### config.mk
export PLATFORM = sky130hd
export DESIGN_NAME = reg_xfer_sequencer
export DESIGN_NICKNAME = d
export VERILOG_FILES = /design/src/rtl/reg_xfer_sequencer.sv
export SDC_FILE = /design/constraint.sdc
export NUM_CORES = 1
export LEC_CHECK = 0
export BUFFER_PORTS_ARGS = -buffer_cell sky130_fd_sc_hd__clkbuf_2
export CAP_MARGIN = 20
export CORE_ASPECT_RATIO = 0.7
export CORE_MARGIN = 5
export CORE_UTILIZATION = 50
export CTS_BUF_LIST = sky130_fd_sc_hd__clkbuf_16
export DETAILED_ROUTE_END_ITERATION = 8
export PLACE_DENSITY = 0.76
export RECOVER_POWER = 100
export SYNTH_ARGS = -nofsm -noshare
export SYNTH_HDL_FRONTEND = slang
export SYNTH_SLANG_ARGS = --single-unit
### constraint.sdc
create_clock -name clk -period 2.6 [get_ports clk]
set_clock_uncertainty 0.05 [all_clocks]
set_input_delay 0.13 -clock clk [delete_from_list [all_inputs] [get_ports clk]]
set_output_delay 0.13 -clock clk [all_outputs]
set_load 0.02 [all_outputs]
### src/rtl/reg_xfer_sequencer.sv
// reg_xfer_sequencer: moves a register or immediate value over the shared
// internal bus into a destination register with a two-phase DRIVE/LOAD
// sequence, fed from a 2-entry command FIFO.
// Optional N/Z flag outputs are built when XFER_FLAGS_EN is defined.
module reg_xfer_sequencer #(
   parameter int N_REGS = 4,
   parameter int WIDTH  = 8,
   localparam int IW    = (N_REGS > 1) ? $clog2(N_REGS) : 1
) (
   input  logic                    clk,
   input  logic                    rst_n,
   input  logic                    cmd_valid,
   output logic                    cmd_ready,
   input  logic [IW-1:0]           cmd_src,
   input  logic [IW-1:0]           cmd_dst,
   input  logic                    cmd_imm_en,
   input  logic [WIDTH-1:0]        cmd_imm,
   input  logic [N_REGS*WIDTH-1:0] reg_q,
   output logic [N_REGS-1:0]       reg_oe,
   output logic [N_REGS-1:0]       reg_load,
   output logic [WIDTH-1:0]        bus_out,
   output logic                    busy,
   output logic                    done
`ifdef XFER_FLAGS_EN
   ,
   input  logic                    cmd_flags_en,
   output logic                    flag_we,
   output logic                    flag_n,
   output logic                    flag_z
`endif
);

   // Index space padded to a power of two so out-of-range indices read as 0
   localparam int NW = 1 << IW;

   typedef enum logic [1:0] {IDLE = 2'd0, DRIVE = 2'd1, LOAD = 2'd2} state_t;

   state_t           state_q, state_d;
   logic [1:0]       count_q, count_d;
   logic             wr_ptr_q, wr_ptr_d;
   logic             rd_ptr_q, rd_ptr_d;
   logic             push, pop;

   logic [IW-1:0]    fifo_src_q    [2];
   logic [IW-1:0]    fifo_dst_q    [2];
   logic             fifo_imm_en_q [2];
   logic [WIDTH-1:0] fifo_imm_q    [2];

   logic [IW-1:0]    src_q, src_d;
   logic [IW-1:0]    dst_q, dst_d;
   logic             imm_en_q, imm_en_d;
   logic [WIDTH-1:0] imm_q, imm_d;
   logic [WIDTH-1:0] bus_latch_q, bus_latch_d;
   logic [WIDTH-1:0] reg_word [NW];

`ifdef XFER_FLAGS_EN
   logic             fifo_flags_q [2];
   logic             flags_en_q, flags_en_d;
`endif

   // Unpack the register bank and decode the one-hot strobes from registered state
   for (genvar gi = 0; gi < NW; gi++) begin : g_word
      if (gi < N_REGS) begin : g_real
         assign reg_word[gi] = reg_q[gi*WIDTH +: WIDTH];
         assign reg_oe[gi]   = (state_q == DRIVE) && !imm_en_q && (src_q == IW'(gi));
         assign reg_load[gi] = (state_q == LOAD) && (dst_q == IW'(gi));
      end else begin : g_pad
         assign reg_word[gi] = '0;
      end
   end

   // Buffer can take a command whenever it is not full; no pass-through
   assign cmd_ready = (count_q != 2'd2);
   assign push      = cmd_valid && cmd_ready;
   assign busy      = (state_q != IDLE) || (count_q != 2'd0);

   // State register
   always_ff @(posedge clk or negedge rst_n) begin
      if (!rst_n) state_q <= IDLE;
      else        state_q <= state_d;
   end

   // Next state and FIFO pop: IDLE and LOAD both pick up the next command
   always_comb begin
      state_d = state_q;
      pop     = 1'b0;
      case (state_q)
         IDLE: begin
            if (count_q != 2'd0) begin
               pop     = 1'b1;
               state_d = DRIVE;
            end
         end
         DRIVE: state_d = LOAD;
         LOAD: begin
            if (count_q != 2'd0) begin
               pop     = 1'b1;
               state_d = DRIVE;
            end else begin
               state_d = IDLE;
            end
         end
         default: state_d = IDLE;
      endcase
   end

   // Bus value, done pulse and flag outputs from registered state
   always_comb begin
      bus_out = bus_latch_q;
      done    = 1'b0;
`ifdef XFER_FLAGS_EN
      flag_we = 1'b0;
      flag_n  = 1'b0;
      flag_z  = 1'b0;
`endif
      if (state_q == DRIVE) begin
         bus_out = imm_en_q ? imm_q : reg_word[src_q];
      end else if (state_q == LOAD) begin
         done    = 1'b1;
`ifdef XFER_FLAGS_EN
         flag_we = flags_en_q;
         flag_n  = bus_latch_q[WIDTH-1];
         flag_z  = (bus_latch_q == '0);
`endif
      end
   end

   // Pointer/count update and command-register load on pop
   always_comb begin
      wr_ptr_d    = push ? ~wr_ptr_q : wr_ptr_q;
      rd_ptr_d    = pop  ? ~rd_ptr_q : rd_ptr_q;
      count_d     = count_q;
      if (push && !pop)      count_d = count_q + 2'd1;
      else if (pop && !push) count_d = count_q - 2'd1;
      src_d       = pop ? fifo_src_q[rd_ptr_q]    : src_q;
      dst_d       = pop ? fifo_dst_q[rd_ptr_q]    : dst_q;
      imm_en_d    = pop ? fifo_imm_en_q[rd_ptr_q] : imm_en_q;
      imm_d       = pop ? fifo_imm_q[rd_ptr_q]    : imm_q;
      bus_latch_d = (state_q == DRIVE) ? bus_out : bus_latch_q;
`ifdef XFER_FLAGS_EN
      flags_en_d  = pop ? fifo_flags_q[rd_ptr_q] : flags_en_q;
`endif
   end

   // FIFO storage, pointers, command register and bus latch
   always_ff @(posedge clk or negedge rst_n) begin
      if (!rst_n) begin
         for (int i = 0; i < 2; i++) begin
            fifo_src_q[i]    <= '0;
            fifo_dst_q[i]    <= '0;
            fifo_imm_en_q[i] <= 1'b0;
            fifo_imm_q[i]    <= '0;
`ifdef XFER_FLAGS_EN
            fifo_flags_q[i]  <= 1'b0;
`endif
         end
         wr_ptr_q    <= 1'b0;
         rd_ptr_q    <= 1'b0;
         count_q     <= 2'd0;
         src_q       <= '0;
         dst_q       <= '0;
         imm_en_q    <= 1'b0;
         imm_q       <= '0;
         bus_latch_q <= '0;
`ifdef XFER_FLAGS_EN
         flags_en_q  <= 1'b0;
`endif
      end else begin
         if (push) begin
            fifo_src_q[wr_ptr_q]    <= cmd_src;
            fifo_dst_q[wr_ptr_q]    <= cmd_dst;
            fifo_imm_en_q[wr_ptr_q] <= cmd_imm_en;
            fifo_imm_q[wr_ptr_q]    <= cmd_imm;
`ifdef XFER_FLAGS_EN
            fifo_flags_q[wr_ptr_q]  <= cmd_flags_en;
`endif
         end
         wr_ptr_q    <= wr_ptr_d;
         rd_ptr_q    <= rd_ptr_d;
         count_q     <= count_d;
         src_q       <= src_d;
         dst_q       <= dst_d;
         imm_en_q    <= imm_en_d;
         imm_q       <= imm_d;
         bus_latch_q <= bus_latch_d;
`ifdef XFER_FLAGS_EN
         flags_en_q  <= flags_en_d;
`endif
      end
   end

endmodule
After elaboration in Yosys (flattened, before gate mapping):

Cells that the tools add are included.

* register bits after elaboration: 53
* input port bits: 48
* output and inout port bits: 19
* logic and storage cells: 98

* add/sub/neg operators: 2
* order comparisons: 4
* equality and inequality tests: 10
* mux-type cells: 36
* bitwise gates (word level): 5
* reduce and logical (&&, ||, !) cells: 24

Operator list (number)
* two-way mux 8 bit: 8
* two-way mux 2 bit: 10
* binary-select mux 8 bit (select 2 bit): 1
* bitwise mux 16 bit: 1
* logical AND 1 bit: 13
* == test 2 bit (second input constant): 5
* two-way mux 1 bit: 9
* bitwise mux 4 bit: 2
* demux 8 bit (select 1 bit): 1
* == test 2 x 1 -> 1 bit (second input constant): 3
* zero test 2 bit: 3
* one-hot mux 2 bit (3 select lines): 1
* nonzero test 2 bit: 3
* greater-or-equal comparator 2 bit (second input constant): 2
* != test 2 bit (second input constant): 2
* inverter 1 -> 2 bit: 2
* greater-or-equal comparator 3 bit (second input constant): 1
* zero test 1 bit: 3
* inverter 2 -> 3 bit: 1
* adder 2 x 1 -> 2 bit (second input constant): 1
* bitwise mux 2 bit: 1
* demux 2 bit (select 1 bit): 1
* < comparator 2 x 1 -> 1 bit (second input constant): 1
* inverter 1 bit: 2
* other kinds (4): 4

Longest topological paths before layout:

* depth in word-level cells: 6
* gate-level depth with buffers: 7

Worst setup path before layout:

Ideal clock, no wire load.

* path type: register -> register
* start: reg count_q[1]
* end: reg count_q[1]
* data arrival time: 1516 ps
* data required time: 2423 ps
* setup slack: 907 ps
* cell stages (with the launch flop): 8
* path buffers: 2
* cell sequence: dfrtp_1 > o21bai_1 > clkbuf_1 > buf_2 > ha_1 > xor2_1 > nor2_1 > xor2_1

* word-level cells in the longest chain between the ends: 6
* elaborated cells on any way between the ends: 14

RTL lines
* from (decl): line 39 `logic [1:0] count_q, count_d;`
* from (signal assigned): line 180 `count_q <= count_d;`
* nonzero test 2 bit: line 89, 96
* two-way mux 1 bit: line 89, 96
* two-way mux 1 bit
* zero test 1 bit: line 133 `if (push && !pop) count_d = count_q + 2'd1;`
* logical AND 1 bit: line 133
* two-way mux 2 bit / nonzero test 2 bit (equally long branches)

Several ways; a longest one is shown, not always the timed one. The select of a mux whose other input is x is not followed.
A chain may end at the register's enable or synchronous reset.

Worst setup path after layout:

* start: reg src_q[0]
* end: out bus_out[7]

* word-level cells in the longest chain between the ends: 6

RTL lines
* from (decl): line 49 `logic [IW-1:0] src_q, src_d;`
* from (signal assigned): line 181 `src_q <= src_d;`
* inverter 2 -> 3 bit (implied by the code): line 117 `bus_out = imm_en_q ? imm_q : reg_word[src_q];`
* binary-select mux 8 bit (select 2 bit): line 117
* two-way mux 8 bit (implied by the code) (2 in series): line 117
* two-way mux 8 bit: line 117
* two-way mux 8 bit: line 116 `if (state_q == DRIVE) begin`
* to (decl): line 21 `output logic [WIDTH-1:0] bus_out,`

Every way passes these cells. The select of a mux whose other input is x is not followed.

==> run summary <==
fill count: 432
leakage: 1.39 nW
largest family of logic cells by synthesized area: multiplexers
crit start category: flip-flop
depth of the CTS H-tree: 2
Via Count: 1770
fin area: 0.00302 mm^2
critical path type: reg2out
min Tclk post-route: 2.30 ns
initial antenna violation count: 0
Tot Pwr: 4.07 mW
DR DRC count: 0
compound-cell area share of the yosys netlist: 5.97%
worst slack at placement: 0.606 ns
async set or reset register ratio after synthesis: 100%
drt pass-1 iters: 4
worst hold start: cmd_src[1]
first-pass GRT wire length: 8.88 mm
dominant synthesized flop cell: dfrtp_1
total congestion overflow: 0
Starting DRT DRC Count: 99
Yosys warning count: 0
synthesis-to-finish area growth: 18.0%
gr usage total: 17.5%
R2R setup slack: 0.40 ns
die width: 95.5 um
Slew @ Worst Pin: 1.08 ns
Setup TNS Final: 0 ns
Crit. End Element: primary output
fmax: 0.435 GHz
Critical Path AT: 2.12 ns
Synth top area share: 51.9%
Resized Gates After CTS: 0
most common cell in the netlist: dfrtp_1
worst hold path stage count: 2
Hold Path End: fifo_src_q[3]
Detail Route Antenna Nets: 0
Post-synth EDFFs: 0
Mapped Area: 0.00256 mm^2
antenna diode count: 0
core area: 0.00486 mm^2
post-synthesis mux area share: 28.5%
worst hold path class: in2reg
Cell variety after synth: 29
XOR/XNOR share of the synthesized area: 1.71%
Placed Area: 0.00293 mm^2
max-cap viol count: 0
Starting Density: 52.6%
unrepaired setup endpoints after global routing: false
register bit total from synthesis: 53
outcome: finished, final reports clean
WP data required: 2.42 ns
Critical R2R Launch: count_q[0]
# setup viols final: 0
Die Ht: 69.8 um
worst skew pair latency: 0.29 ns
pwr/cell area: 1350 mW/mm^2
# IOs: 67
Root Driver: clkbuf_16
Area contributors post-synth: dfrtp_1 (52%), mux2i_1 (8.2%), mux2_2 (7.0%)
hold_ws: 0.0192 ns
CTS Buf Count: 5
Rows: 21
clock tree buffer depth: 2
vias in the first global route: 1812
Synth area leader: dfrtp_1
max-slew violations: 0
final WL: 5.52 mm
Final Hold Viols: 0
CP max FO: 13
peak supply drop: 0.438 mV
syn avg cell area: 12.9 um^2
period utilization: 88.4%
vias per cell: 5.33
share of cells above drive strength 1: 30.0%
Critical R2R Capture: count_q[1]
Adder-Cell Fraction of Synth Area: 0.489%
drt wl/cell: 16.6 um
Synth Area in Simple Gates: 8.12%
commonest cells in the netlist: dfrtp_1 (53), mux2i_1 (21), a21oi_1 (16), mux2_2 (16), nand2_1 (14)
CTS tree: done
worst r2r path cells: 5
GP Congestion: 0.765
post-layout net count: 311
die area: 0.00667 mm^2
relative slew slack: 28.1%
sequential area share after synthesis: 51.9%
PortBufs: 66
Gate Count Post-Synth: 198
setup slack after layout: 0.302 ns
CTS sink count: 53
syn_nets: 247
clk slew on worst S/H paths: 0.07 ns
largest net degree at the start of global routing: 38
DP Wirelength: 4.05 mm
[cells in the final DEF, fill, tap and decap left out]
master / count
xnor2_1: 2
clkbuf_1: 21
mux2_1: 9
or4_1: 1
mux2_2: 16
nor3b_1: 3
and4b_1: 1
inv_1: 2
nor2b_1: 2
ha_1: 1
nand3_1: 1
nand2b_1: 2
mux2i_1: 21
bufinv_16: 1
mux4_1: 2
and3_1: 1
nor2_1: 10
dfrtp_1: 53
buf_4: 1
clkinv_1: 1
nor3_1: 1
xor2_1: 3
clkbuf_16: 5
a21oi_1: 16
o21bai_2: 1
mux2_4: 1
and3b_1: 2
o21ai_0: 13
dlygate4sd3_1: 1
mux4_2: 6
and2_1: 1
nand2_1: 14
clkbuf_2: 48
[how the worst max path moves through the flow]
stage                     from         end  slack (ns)  cells after the start
finish                src_q[0]  bus_out[7]        0.30                      4
global placement      src_q[0]  bus_out[0]        0.65                      4
global route          src_q[0]  bus_out[0]        0.11                      4
floorplan           count_q[1]  count_q[1]        0.91                      7
CTS                   src_q[0]  bus_out[0]        0.27                      4
detailed placement    src_q[0]  bus_out[0]        0.61                      4
[state kept, by name, summed over array words and instances, names as in the netlist, 2 cells and up]
| signal | count |
|---|---|
| imm_q | 8 |
| fifo_imm_en_q | 2 |
| fifo_src_q | 4 |
| fifo_dst_q | 4 |
| fifo_imm_q | 16 |
| bus_latch_q | 8 |
| src_q | 2 |
| count_q | 2 |
| dst_q | 2 |
| state_q | 2 |
[cell type report]
cell class                      count  area [um^2]  share of cell area [%]
Tap cell                           69         86.3                    2.86
Sequential cell                    53         1330                    43.9
Timing Repair Buffer               71          337                    11.2
Clock inverter                      3         37.5                    1.24
Inverter                            1         3.75                   0.124
Multi-Input combinational cell    130         1100                    36.5
Clock buffer                        5          125                    4.15
[critical path: stages (launching register included)]
cell and delay, ns:
dfrtp_1 0.72, mux4_1 0.62, mux2i_1 0.19, a21oi_1 0.10, clkbuf_1 0.19
[what timing repair did]
| action | in CTS | in global routing |
|---|---|---|
| endpoints found under the hold margin | 16 | 0 |
| buffers inserted | 0 | 0 |
| hold buffers | 1 | 0 |
| setup endpoints to repair | 0 | 0 |
[power by group]
part	total, mW	internal (mW)	switching [mW]	leakage, nW
sequential	1.65	1.26	0.388	0.627
combinational	1.69	0.792	0.897	0.680
clock	0.733	0.448	0.286	0.0826
total	4.07	2.50	1.57	1.39
[cells by family (layout without fill, tap and decap cells)]
| group | count (synthesis) | after routing |
|---|---|---|
| AOI/OAI and AO/OA | 30 | 30 |
| xor gates and xnor gates | 5 | 5 |
| adders and majority gates | 1 | 1 |
| buffers and inverters | 15 | 80 |
| DFF | 53 | 53 |
| muxes | 55 | 55 |
| and+or+nand+nor | 39 | 39 |
[through the flow]
step	utilization (%)	instances
2_1_floorplan	-	198
5_1_grt	62.1	332
3_5_place_dp	60.2	323
3_3_place_gp	60.2	323
6_report	62.1	332
4_1_cts	63.7	332
[layer usage]
layer,vias to the layer above,wire length (um),GRT usage [%]
met5,-,0,0
met4,0,87,7.10
met3,7,413,5.10
met2,57,2420,26.6
met1,872,2600,23.5
li1,834,-,-
No activity file was read; power rests on OpenSTA's default activity.
